==> src/rtl/mic_measure_sequencer.sv <==
// Sequencer for the mic frequency-measurement path: gated edge-count window,
// BCD conversion handshake, result publish and in-band tone qualification.
module mic_measure_sequencer #(
    parameter int unsigned CNT_W       = 10,
    parameter int unsigned GATE_CYCLES = 100_000_000,
    parameter int unsigned F_LO        = 400,
    parameter int unsigned F_HI        = 600,
    parameter int unsigned MATCH_N     = 3,
    parameter int unsigned BCD_TIMEOUT = 64
) (
    input  logic             clk_i,
    input  logic             rst_i,
    input  logic             enable_i,
    input  logic [CNT_W-1:0] cnt_value_i,
    output logic             cnt_clr_o,
    output logic             cnt_en_o,
    output logic             bcd_start_o,
    output logic [CNT_W-1:0] bcd_bin_o,
    input  logic             bcd_done_i,
    output logic [CNT_W-1:0] hz_value_o,
    output logic             hz_valid_o,
    output logic             overflow_o,
    output logic             tone_detect_o,
    output logic             conv_err_o,
    output logic             busy_o
);

    localparam int unsigned GW = $clog2(GATE_CYCLES + 1);
    localparam int unsigned TW = $clog2(BCD_TIMEOUT + 1);
    localparam int unsigned MW = $clog2(MATCH_N + 1);

    typedef enum logic [2:0] {
        S_IDLE,
        S_CLEAR,
        S_GATE,
        S_LATCH,
        S_CONVERT,
        S_UPDATE
    } state_e;

    state_e           state_q, state_d;
    logic [GW-1:0]    gate_cnt_q, gate_cnt_d;
    logic [TW-1:0]    conv_cnt_q, conv_cnt_d;
    logic [CNT_W-1:0] meas_q, meas_d;
    logic             ovf_q, ovf_d;
    logic [MW-1:0]    match_q, match_d;
    logic             cnt_clr_q, cnt_clr_d;
    logic             cnt_en_q, cnt_en_d;
    logic             bcd_start_q, bcd_start_d;
    logic [CNT_W-1:0] hz_value_q, hz_value_d;
    logic             hz_valid_q, hz_valid_d;
    logic             overflow_q, overflow_d;
    logic             tone_q, tone_d;
    logic             conv_err_q, conv_err_d;
    logic             busy_q, busy_d;

    logic             gate_last_c;
    logic             conv_timeout_c;
    logic             in_band_c;
    logic [MW-1:0]    match_upd_c;

    assign gate_last_c    = (gate_cnt_q == GW'(GATE_CYCLES - 1));
    assign conv_timeout_c = !bcd_done_i && (conv_cnt_q == TW'(BCD_TIMEOUT - 1));
    assign in_band_c      = !ovf_q && (meas_q >= CNT_W'(F_LO)) && (meas_q <= CNT_W'(F_HI));
    assign match_upd_c    = !in_band_c                 ? '0 :
                            (match_q == MW'(MATCH_N))  ? match_q :
                                                         match_q + MW'(1);

    // State, datapath and output registers
    always_ff @(posedge clk_i) begin
        if (rst_i) begin
            state_q     <= S_IDLE;
            gate_cnt_q  <= '0;
            conv_cnt_q  <= '0;
            meas_q      <= '0;
            ovf_q       <= 1'b0;
            match_q     <= '0;
            cnt_clr_q   <= 1'b0;
            cnt_en_q    <= 1'b0;
            bcd_start_q <= 1'b0;
            hz_value_q  <= '0;
            hz_valid_q  <= 1'b0;
            overflow_q  <= 1'b0;
            tone_q      <= 1'b0;
            conv_err_q  <= 1'b0;
            busy_q      <= 1'b0;
        end else begin
            state_q     <= state_d;
            gate_cnt_q  <= gate_cnt_d;
            conv_cnt_q  <= conv_cnt_d;
            meas_q      <= meas_d;
            ovf_q       <= ovf_d;
            match_q     <= match_d;
            cnt_clr_q   <= cnt_clr_d;
            cnt_en_q    <= cnt_en_d;
            bcd_start_q <= bcd_start_d;
            hz_value_q  <= hz_value_d;
            hz_valid_q  <= hz_valid_d;
            overflow_q  <= overflow_d;
            tone_q      <= tone_d;
            conv_err_q  <= conv_err_d;
            busy_q      <= busy_d;
        end
    end

    // Next-state logic; a gate abort wins over the last gate cycle
    always_comb begin
        state_d = state_q;
        case (state_q)
            S_IDLE:    if (enable_i) state_d = S_CLEAR;
            S_CLEAR:   state_d = S_GATE;
            S_GATE: begin
                if (!enable_i)        state_d = S_IDLE;
                else if (gate_last_c) state_d = S_LATCH;
            end
            S_LATCH:   state_d = S_CONVERT;
            S_CONVERT: begin
                if (bcd_done_i)          state_d = S_UPDATE;
                else if (conv_timeout_c) state_d = enable_i ? S_CLEAR : S_IDLE;
            end
            S_UPDATE:  state_d = enable_i ? S_CLEAR : S_IDLE;
            default:   state_d = S_IDLE;
        endcase
    end

    // Outputs are decoded from the next state so they register in step with it
    always_comb begin
        gate_cnt_d  = '0;
        conv_cnt_d  = '0;
        meas_d      = meas_q;
        ovf_d       = ovf_q;
        match_d     = match_q;
        hz_value_d  = hz_value_q;
        overflow_d  = overflow_q;
        tone_d      = tone_q;
        conv_err_d  = conv_err_q;
        cnt_clr_d   = (state_d == S_CLEAR);
        cnt_en_d    = (state_d == S_GATE);
        bcd_start_d = (state_d == S_CONVERT) && (state_q == S_LATCH);
        hz_valid_d  = (state_d == S_UPDATE);
        busy_d      = (state_d != S_IDLE);

        if (state_q == S_GATE) gate_cnt_d = gate_cnt_q + GW'(1);

        if (state_q == S_LATCH) begin
            meas_d = cnt_value_i;
            ovf_d  = &cnt_value_i;
        end

        if (state_q == S_CONVERT) begin
            conv_cnt_d = conv_cnt_q + TW'(1);
            if (conv_timeout_c) begin
                conv_err_d = 1'b1;
                match_d    = '0;
                tone_d     = 1'b0;
            end
        end

        if (state_d == S_UPDATE) begin
            hz_value_d = meas_q;
            overflow_d = ovf_q;
            match_d    = match_upd_c;
            tone_d     = (match_upd_c == MW'(MATCH_N));
        end
    end

    assign cnt_clr_o     = cnt_clr_q;
    assign cnt_en_o      = cnt_en_q;
    assign bcd_start_o   = bcd_start_q;
    assign bcd_bin_o     = meas_q;
    assign hz_value_o    = hz_value_q;
    assign hz_valid_o    = hz_valid_q;
    assign overflow_o    = overflow_q;
    assign tone_detect_o = tone_q;
    assign conv_err_o    = conv_err_q;
    assign busy_o        = busy_q;

endmodule
==> config.mk <==
export PLATFORM = sky130hd
export DESIGN_NAME = mic_measure_sequencer
export DESIGN_NICKNAME = d
export VERILOG_FILES = /design/src/rtl/mic_measure_sequencer.sv
export SDC_FILE = /design/constraint.sdc
export NUM_CORES = 1
export LEC_CHECK = 0
export ABC_CLOCK_PERIOD_IN_PS = 5000
export CORE_UTILIZATION = 50
export DETAILED_ROUTE_END_ITERATION = 6
export PLACE_DENSITY = 0.78
export SETUP_SLACK_MARGIN = 0.02
export SLEW_MARGIN = 20
export SYNTH_ARGS = -nofsm -noshare
export SYNTH_HDL_FRONTEND = slang
export SYNTH_SLANG_ARGS = --single-unit
==> constraint.sdc <==
create_clock -name clk_i -period 5 [get_ports clk_i]
set_clock_uncertainty 0.2 [all_clocks]
set_input_delay 1.5 -clock clk_i [delete_from_list [all_inputs] [get_ports clk_i]]
set_output_delay 1.5 -clock clk_i [all_outputs]
set_load 0.02 [all_outputs]
==> impl_metrics.tcl <==
set metrics [dict create \
    status "completed" \
    synth.distinct_cells 45 \
    antennaDiodeCount 0 \
    cts_resized 0 \
    clk_latency_ps 340 \
    crit_buf_inv 1 \
    postCtsSetupBuffers 0 \
    arrival_ps 1430 \
    relSlewSlack 0.447 \
    critPathKind "flip-flop to output pin" \
    drive_above_1_share 0.0815 \
    ant_nets 0 \
    area_growth_pct 24.4 \
    drcViolationCount 0 \
    ys.flop_type "dfxtp_1" \
    crit_family "buffers and inverters" \
    grt_pass1_wl_mm 9.56 \
    path_cells "clkdlybuf4s50_1" \
    ys_seq_area_frac 0.480 \
    hp-start "gate_cnt_q[0]" \
    total_leakage_power_uw 0.00119 \
    wl_per_cell_um 12.6 \
    fmax_mhz 319 \
    start_util 0.519 \
    grt_max_degree 35 \
    seqCellArea_um2 1360 \
    design.core.area_um2 5470 \
    fin_setup_tns_ps 0 \
    critPathLaunchType "flip-flop" \
    synthesis.nets 341 \
    peakVddDrop_uv 200 \
    clk_pin_slew_worst_paths_ps 70 \
    fin_hold_ws_ps 256 \
    place.gp.congestion 0.781 \
    clk_path_buf_depth 2 \
    routed_wirelength_mm 5.53 \
    row_count 27 \
    io_pins 42 \
    drv_slew 0 \
    fin_crit_ps 3130 \
    grt_pass1_vias 2127 \
    power.density_nw_per_um2 341 \
    nNetsFinal 380 \
    cts_buffers 9 \
    cp_slowest_stage_delay_ps 670 \
    io_buffers 41 \
    crit_slowest_cell "clkdlybuf4s50_1" \
    setup_viol 0 \
    required_ps 3300 \
    cp-end-kind "output pin" \
    firstDrtPassIters 5 \
    synth_area_um2 2840 \
    tightest_slew_ps 827 \
    track_usage 0.202 \
    final.fill_count 492 \
    grt_antenna_before_repair 0 \
    fp.dieH_um 77.3 \
    htree_levels 3 \
    maxCapViolations 0 \
    hold_viol 0 \
    avgSynthCellArea_um2 8.73 \
    min_path_type "flip-flop to flip-flop" \
    grt-ovfl-total 0 \
    cts_hold_repair.buffers 0 \
    dieArea_um2 5980 \
    r2r-start "conv_cnt_q[0]" \
    vias 2286 \
    total_power_uw 1200 \
    yosysWarnings 0 \
    post-dp-hpwl_mm 3.83 \
    cts.sinks 68 \
    path_max_fanout 6 \
    rsz0062_at_grt "false" \
    vias_per_cell 5.20 \
    multi_input_area_um2 1370 \
    ys_ff_latch 68 \
    cts_tree "done" \
    die_x_um 77.3 \
    startpoint "bcd_bin_o[6]" \
    syn_inst 325 \
    cts-root-buf "clkbuf_8" \
    final.period_utilization 0.627 \
    drt_iter0_drc 105 \
    synth-async-reset-ratio 0 \
    synth_edf_count 0 \
]
## cell type report
| cell class | instances | share of cell area |
|---|---|---|
| Timing Repair Buffer | 42 | 0.118 |
| Multi-Input combinational cell | 238 | 0.388 |
| Sequential cell | 68 | 0.386 |
| Inverter | 5 | 0.00532 |
| Clock buffer | 11 | 0.0429 |
| Tap cell | 72 | 0.0255 |
| Clock inverter | 4 | 0.0340 |
## power breakdown
group          switching (uW)  internal, uW  total (uW)  leakage, uW
sequential               4.98           546         551     0.000549
combinational            23.8          22.3        46.1     0.000506
clock                     199           406         605     0.000136
## synthesized netlist by cell type, types with 5 or more instances
master,n,share of area
a21oi_1,27,0.048
clkbuf_1,7,0.0093
dfxtp_1,68,0.48
inv_1,5,0.0066
nand2_1,57,0.075
nand3_1,14,0.025
nand4_1,8,0.018
nor2_1,41,0.054
nor3_1,11,0.019
o21ai_0,5,0.0088
xnor2_1,11,0.034
xor2_1,15,0.046
## per-stage QoR
step                       util  setup slack [ps]  area (um^2)  cells
final                     0.645              1870         3530    440
after global routing      0.645              1640         3530    440
after CTS                 0.645              1850         3530    440
after detailed placement  0.595              1480         3260    425
after global placement    0.595              1560         3260    425
after floorplan               -              2220         2840    325
## per-layer routing
| layer | vias up | share of wire | global-route usage |
|---|---|---|---|
| met3 | 10 | 0.038 | 0.0506 |
| li1 | 1182 | - | - |
| met4 | 0 | 0.021 | 0.119 |
| met2 | 48 | 0.47 | 0.308 |
| met1 | 1046 | 0.47 | 0.256 |
| met5 | - | 0 | 0 |
## final timing paths
path | end | slack (ps) | depth (start not counted)
max reg2reg | match_q[1] | 2960 | 6
min reg2reg | gate_cnt_q[0] | 260 | 1
max | bcd_bin_o[6] | 1870 | 1
min | gate_cnt_q[0] | 260 | 1
## flip-flops by register name (all words and copies together) (netlist names)
name and cells:
gate_cnt_q 27, bcd_bin_o 10, hz_value_o 10, conv_cnt_q 7, state_q 3, match_q 2, bcd_start_o 1, busy_o 1
cnt_clr_o 1, cnt_en_o 1, conv_err_o 1, hz_valid_o 1, overflow_o 1, ovf_q 1, tone_detect_o 1
## placed cells by master (no fill, tap or decap), types with 2 or more instances in the layout
cell type,n
a211oi_1,2
bufinv_16,4
clkbuf_8,11
inv_1,5
nand3_1,14
nand4_4,2
nand2_1,57
a21oi_1,27
nand2b_1,3
clkdlybuf4s50_1,41
o21ai_0,5
nand3b_1,2
and3_1,4
dfxtp_1,68
nand4_1,8
mux2i_1,2
xor2_1,15
and2_1,3
nor3_1,11
nor2_1,41
nor4_1,2
or3_1,4
a32oi_1,2
ha_1,2
and4_1,4
xnor2_1,11
## logic make-up after synthesis
| group | synth area share |
|---|---|
| adders and majority gates | 0.00882 |
| muxes | 0.00705 |
| DFF | 0.480 |
| and+or+nand+nor | 0.303 |
| AOI/OAI and AO/OA | 0.0838 |
| xor gates and xnor gates | 0.0802 |
| buffers and inverters | 0.0375 |
No activity file was read; power rests on OpenSTA's default activity.
